<file path="src/rtl/sd_image_pkg.sv">
// Shared state encoding, sector geometry and LBA range helper for the image responder.
package sd_image_pkg;

  localparam int SECTOR_BYTES = 512;
  localparam int BUF_AW       = 9;

  typedef enum logic [2:0] {
    ST_IDLE,
    ST_RD_MEM,
    ST_RD_WAIT,
    ST_RD_PUT,
    ST_WR_ADDR,
    ST_WR_MEM,
    ST_DONE
  } state_t;

  // An LBA fits when no bit at or above the image's sector-index width is set.
  function automatic logic lba_in_range(input logic [63:0] lba, input int img_aw);
    return (lba >> (img_aw - BUF_AW)) == 64'd0;
  endfunction

endpackage

</file>
<file path="src/rtl/sd_image_responder.sv">
// Serves sector read/write requests by moving 512 bytes between the sector buffer
// and a byte-addressed image memory, one memory handshake per byte.
module sd_image_responder
  import sd_image_pkg::*;
#(
  parameter int IMG_AW = 20,
  parameter int LBA_W  = 32
) (
  input  logic              clk_100m,
  input  logic              reset_n,
  input  logic [LBA_W-1:0]  sd_lba,
  input  logic              sd_rd,
  input  logic              sd_wr,
  output logic              sd_ack,
  output logic [BUF_AW-1:0] sd_buff_addr,
  output logic [7:0]        sd_buff_dout,
  output logic              sd_buff_wr,
  input  logic [7:0]        sd_buff_din,
  output logic              mem_req,
  output logic              mem_we,
  output logic [IMG_AW-1:0] mem_addr,
  output logic [7:0]        mem_wdata,
  input  logic              mem_ready,
  input  logic              mem_rvalid,
  input  logic [7:0]        mem_rdata,
  output logic              lba_err
);

  localparam int LBA_KEEP = IMG_AW - BUF_AW;

  state_t              r_state;
  logic [BUF_AW-1:0]   r_off;
  logic [LBA_KEEP-1:0] r_lba;
  logic                r_oor;

  logic [BUF_AW-1:0]   w_off_nxt;
  logic                w_last;
  logic                w_in_range;

  assign w_off_nxt  = r_off + BUF_AW'(1);
  assign w_last     = (r_off == BUF_AW'(SECTOR_BYTES - 1));
  assign w_in_range = lba_in_range(64'(sd_lba), IMG_AW);

  always_ff @(posedge clk_100m) begin
    if (!reset_n) begin
      r_state      <= ST_IDLE;
      r_off        <= '0;
      r_lba        <= '0;
      r_oor        <= 1'b0;
      sd_ack       <= 1'b0;
      sd_buff_addr <= '0;
      sd_buff_dout <= '0;
      sd_buff_wr   <= 1'b0;
      mem_req      <= 1'b0;
      mem_we       <= 1'b0;
      mem_addr     <= '0;
      mem_wdata    <= '0;
      lba_err      <= 1'b0;
    end else begin
      case (r_state)
        ST_IDLE: begin
          if (sd_rd || sd_wr) begin
            r_lba   <= sd_lba[LBA_KEEP-1:0];
            r_oor   <= !w_in_range;
            lba_err <= !w_in_range;
            r_off   <= '0;
            sd_ack  <= 1'b1;
            if (sd_rd) begin
              if (w_in_range) begin
                mem_req  <= 1'b1;
                mem_we   <= 1'b0;
                mem_addr <= {sd_lba[LBA_KEEP-1:0], BUF_AW'(0)};
                r_state  <= ST_RD_MEM;
              end else begin
                // Out-of-range read skips memory and streams zeros into the buffer.
                sd_buff_wr   <= 1'b1;
                sd_buff_addr <= '0;
                sd_buff_dout <= 8'h00;
                r_state      <= ST_RD_PUT;
              end
            end else begin
              r_state <= ST_WR_ADDR;
            end
          end
        end

        ST_RD_MEM: begin
          if (mem_ready) begin
            mem_req <= 1'b0;
            r_state <= ST_RD_WAIT;
          end
        end

        ST_RD_WAIT: begin
          if (mem_rvalid) begin
            sd_buff_wr   <= 1'b1;
            sd_buff_addr <= r_off;
            sd_buff_dout <= mem_rdata;
            r_state      <= ST_RD_PUT;
          end
        end

        ST_RD_PUT: begin
          if (w_last) begin
            sd_buff_wr <= 1'b0;
            sd_ack     <= 1'b0;
            r_state    <= ST_DONE;
          end else begin
            r_off <= w_off_nxt;
            if (r_oor) begin
              sd_buff_addr <= w_off_nxt;
              sd_buff_dout <= 8'h00;
            end else begin
              sd_buff_wr <= 1'b0;
              mem_req    <= 1'b1;
              mem_we     <= 1'b0;
              mem_addr   <= {r_lba, w_off_nxt};
              r_state    <= ST_RD_MEM;
            end
          end
        end

        // The buffer address already pointed at r_off last cycle, so din is current here.
        ST_WR_ADDR: begin
          mem_wdata <= sd_buff_din;
          mem_req   <= !r_oor;
          mem_we    <= 1'b1;
          mem_addr  <= {r_lba, r_off};
          if (!w_last) sd_buff_addr <= w_off_nxt;
          r_state   <= ST_WR_MEM;
        end

        ST_WR_MEM: begin
          if (mem_ready || r_oor) begin
            mem_req <= 1'b0;
            if (w_last) begin
              sd_ack  <= 1'b0;
              r_state <= ST_DONE;
            end else begin
              r_off   <= w_off_nxt;
              r_state <= ST_WR_ADDR;
            end
          end
        end

        // Park the buffer address at 0 so a following write sees byte 0 on din at accept.
        ST_DONE: begin
          sd_buff_addr <= '0;
          r_state      <= ST_IDLE;
        end

        default: r_state <= ST_IDLE;
      endcase
    end
  end

endmodule

</file>
<file path="config.mk">
export PLATFORM = sky130hd
export DESIGN_NAME = sd_image_responder
export DESIGN_NICKNAME = d
export VERILOG_FILES = /design/src/rtl/sd_image_pkg.sv /design/src/rtl/sd_image_responder.sv
export SDC_FILE = /design/constraint.sdc
export NUM_CORES = 1
export LEC_CHECK = 0
export ABC_CLOCK_PERIOD_IN_PS = 4400
export CORE_MARGIN = 1
export CORE_UTILIZATION = 41
export DETAILED_ROUTE_END_ITERATION = 10
export DONT_BUFFER_PORTS = 1
export GPL_TIMING_DRIVEN = 0
export PLACE_DENSITY_LB_ADDON = 0.15
export SYNTH_ARGS = -nofsm -noshare
export SYNTH_HDL_FRONTEND = slang
export SYNTH_SLANG_ARGS = --single-unit
</file>
<file path="constraint.sdc">
create_clock -name clk_100m -period 4.4 [get_ports clk_100m]
set_input_delay 0.66 -clock clk_100m [delete_from_list [all_inputs] [get_ports clk_100m]]
set_output_delay 0.66 -clock clk_100m [all_outputs]
set_load 0.01 [all_outputs]
</file>
==> results.sh <==
export IMPL_syn_area_mm2=0.00366
export IMPL_final_instance_count_excl_fill=583
export IMPL_power_density_mw_per_mm2=699
export IMPL_track_usage_pct=24.2
export IMPL_clk_latency_ns=0.35
export IMPL_finalWeightedCongestion=0.906
export IMPL_worstMarginPinSlew_ns=0.662
export IMPL_num_rows=34
export IMPL_cts_sinks=73
export IMPL_n_antenna_cell=0
export IMPL_synth_warnings=0
export IMPL_layout_nets=527
export IMPL_ys_ff_latch=73
export IMPL_synth_edff_count=0
export IMPL_tns_ns=0
export IMPL_drive_gt1_share_pct=9.89
export IMPL_sw_frac_of_total_pct=44.5
export IMPL_post_cts_buffers=0
export IMPL_slew_headroom_pct=55.9
export IMPL_dp_cells=567
export IMPL_dr_total_vias=3502
export IMPL_dr_first_iter_drc_count=317
export IMPL_p_leak_nw=1.42
export IMPL_avgSynthCellArea_um2=7.97
export IMPL_ys_flop_type="dfxtp_1"
export IMPL_ios=104
export IMPL_die_x_um=96.5
export IMPL_cts_hold_buffers_added=0
export IMPL_critPathMaxFanout=10
export IMPL_n_fill_cell=888
export IMPL_slowest_delay_ns=0.54
export IMPL_fin_skew_ns=0.0138
export IMPL_cts_tree="built"
export IMPL_dp_slack_ns=1.50
export IMPL_grt_max_degree=15
export IMPL_drt_wl_total_um=11100
export IMPL_synth_cell_type_count=63
export IMPL_area_growth_syn_to_layout_pct=9.23
export IMPL_crit_slowest_cell="dfxtp_1"
export IMPL_cts_resized=0
export IMPL_crit_path_end_kind="register"
export IMPL_path_class="register to register"
export IMPL_hold_viol_final=0
export IMPL_setup_ws_ns=1.41
export IMPL_cts_made_buffers=9
export IMPL_yosysSeqAreaShare_pct=39.9
export IMPL_ir_drop_v=0.000248
export IMPL_start_util_pct=42.2
export IMPL_outcome="finished clean"
export IMPL_port_buffers=0
export IMPL_cts_root_buf="clkbuf_8"
export IMPL_die_y_um=96.5
export IMPL_start_kind="register"
export IMPL_path_clk_slew_ns=0.09
export IMPL_async_flop_share_pct=0
export IMPL_p_switching_w=0.00124
export IMPL_cts_htree_levels=3
export IMPL_final_setup_viol_count=0
export IMPL_via_per_inst=6.01
export IMPL_p_int_w=0.00155
export IMPL_core_area_mm2=0.00868
export IMPL_dpl_hpwl_um=7900
export IMPL_first_pass_iters=6
export IMPL_synth_nets=516
export IMPL_cp_data_arrival_time_ns=3.24
export IMPL_rsz0062_at_grt="no"
export IMPL_min_path_type="input port to register"
export IMPL_fp_dieArea_mm2=0.00931
export IMPL_maxSlewViolCount=0
export IMPL_pwr_share_clk_pct=19.4
export IMPL_drc=0
export IMPL_final_cell_mix="nand2_1 (73), dfxtp_1 (73), a21oi_1 (47)"
export IMPL_antenna_found_initial=0
export IMPL_grt_pass1_vias=3214
export IMPL_grt_pass1_wl_um=16800
export IMPL_crit_path_cell_trace="ha_1 > clkbuf_1 > and4_1 > ha_1 > nand2b_1 > a21oi_1 > nor2_1 > clkbuf_1 > a22oi_1 > o21a_1"
export IMPL_max_cap_viol_count=0
export IMPL_wl_per_cell_um=19.0
export IMPL_cp_required_ns=4.65
export IMPL_clockBufferDepth=2
export IMPL_period_share_pct=68.0
export IMPL_power_frac_seq_pct=37.5
export IMPL_grt_overflow_total=0
export IMPL_combPwrFrac_pct=43.1
export IMPL_synthCells=459
export IMPL_fmax_ghz=0.334
export IMPL_min_period_ns=2.99
export IMPL_ant_nets=0
[layout make-up]
class | instances | area (um^2) | share of cell area (%)
inverter | 9 | 33.8 | 0.845
sequential | 73 | 1460 | 36.6
tap | 108 | 135 | 3.38
clock inverter | 7 | 78.8 | 1.97
buffer | 40 | 193 | 4.82
multi-input combinational | 337 | 1970 | 49.3
clock buffer | 9 | 124 | 3.10
[per-layer routing]
layer  global-route usage, %  part of all wire, %  wire, um
met1                    31.8                   45      4920
met4                    11.2                  2.4       266
met2                    37.8                   46      5100
met3                    5.40                  6.9       761
met5                       0                    0         0
[logic make-up (layout without fill, tap and decap cells)]
group                      Yosys count  count (layout)  share of synthesized area, %
muxes                                3               3                         0.821
adders and majority gates            3               3                          1.03
DFF                                 73              73                          39.9
AOI/OAI and AO/OA                  149             149                          27.5
buffers and inverters               49              65                          6.19
and+or+nand+nor                    182             182                          24.6
[critical path, delay by kind of cell, from the launching register on]
family                     cells  cell delay [ns]
and+or+nand+nor                3             0.63
buffers and inverters          2             0.74
AOI/OAI and AO/OA              3             0.45
DFF                            1             0.54
adders and majority gates      2             0.53
[per-stage QoR]
stage	hold WS (ns)	utilization, %	instance area, um^2	power, W
2_1_floorplan	0.437	-	3660	0.00193
3_3_place_gp	0.442	43.7	3790	0.00223
3_5_place_dp	0.447	43.7	3790	0.00225
4_1_cts	0.413	46.1	4000	0.00280
5_1_grt	0.416	46.1	4000	0.00299
6_report	0.429	46.1	4000	0.00279
[power groups by stage]
stage	combinational (W)	sequential, W	clock, W
global placement	0.00117	0.00106	0
detailed placement	0.00119	0.00106	0
finish	0.00120	0.00105	0.000543
global route	0.00133	0.00108	0.000585
CTS	0.00119	0.00105	0.000560
floorplan	0.000905	0.00102	0
[registers in the layout, indices dropped and copies added (netlist names)]
register      cells
mem_addr         20
mem_req           1
mem_wdata         8
mem_we            1
r_lba            11
r_off             9
r_oor             1
r_state           3
sd_ack            1
sd_buff_addr      9
sd_buff_dout      8
sd_buff_wr        1
[Yosys cell counts (6+ instances only)]
| cell type | count | share of area [%] |
|---|---|---|
| dfxtp_1 | 73 | 40 |
| nand2_1 | 73 | 7.5 |
| a21oi_1 | 47 | 6.4 |
| nor2_1 | 35 | 3.6 |
| o21ai_0 | 28 | 3.8 |
| clkbuf_1 | 23 | 2.4 |
| nor3_1 | 15 | 2.1 |
| a311oi_1 | 11 | 2.6 |
| buf_2 | 10 | 1.4 |
| nand3_1 | 10 | 1.4 |
| a22o_1 | 8 | 1.9 |
| inv_1 | 8 | 0.82 |
| a211oi_1 | 7 | 1.4 |
| o211ai_1 | 7 | 1.4 |
| a22oi_1 | 6 | 1.2 |
| a32o_1 | 6 | 1.6 |
[path summary, 6_finish.rpt]
check	from	to	slack (ns)	cells past startpoint
setup / recovery	r_off[1]	sd_buff_addr[5]	1.41	10
hold / removal	sd_lba[2]	r_lba[2]	0.43	2
setup reg to reg	r_off[1]	sd_buff_addr[5]	1.41	10
hold reg to reg	r_lba[3]	r_lba[3]	0.46	2
Power figures use the tool's default switching activity.
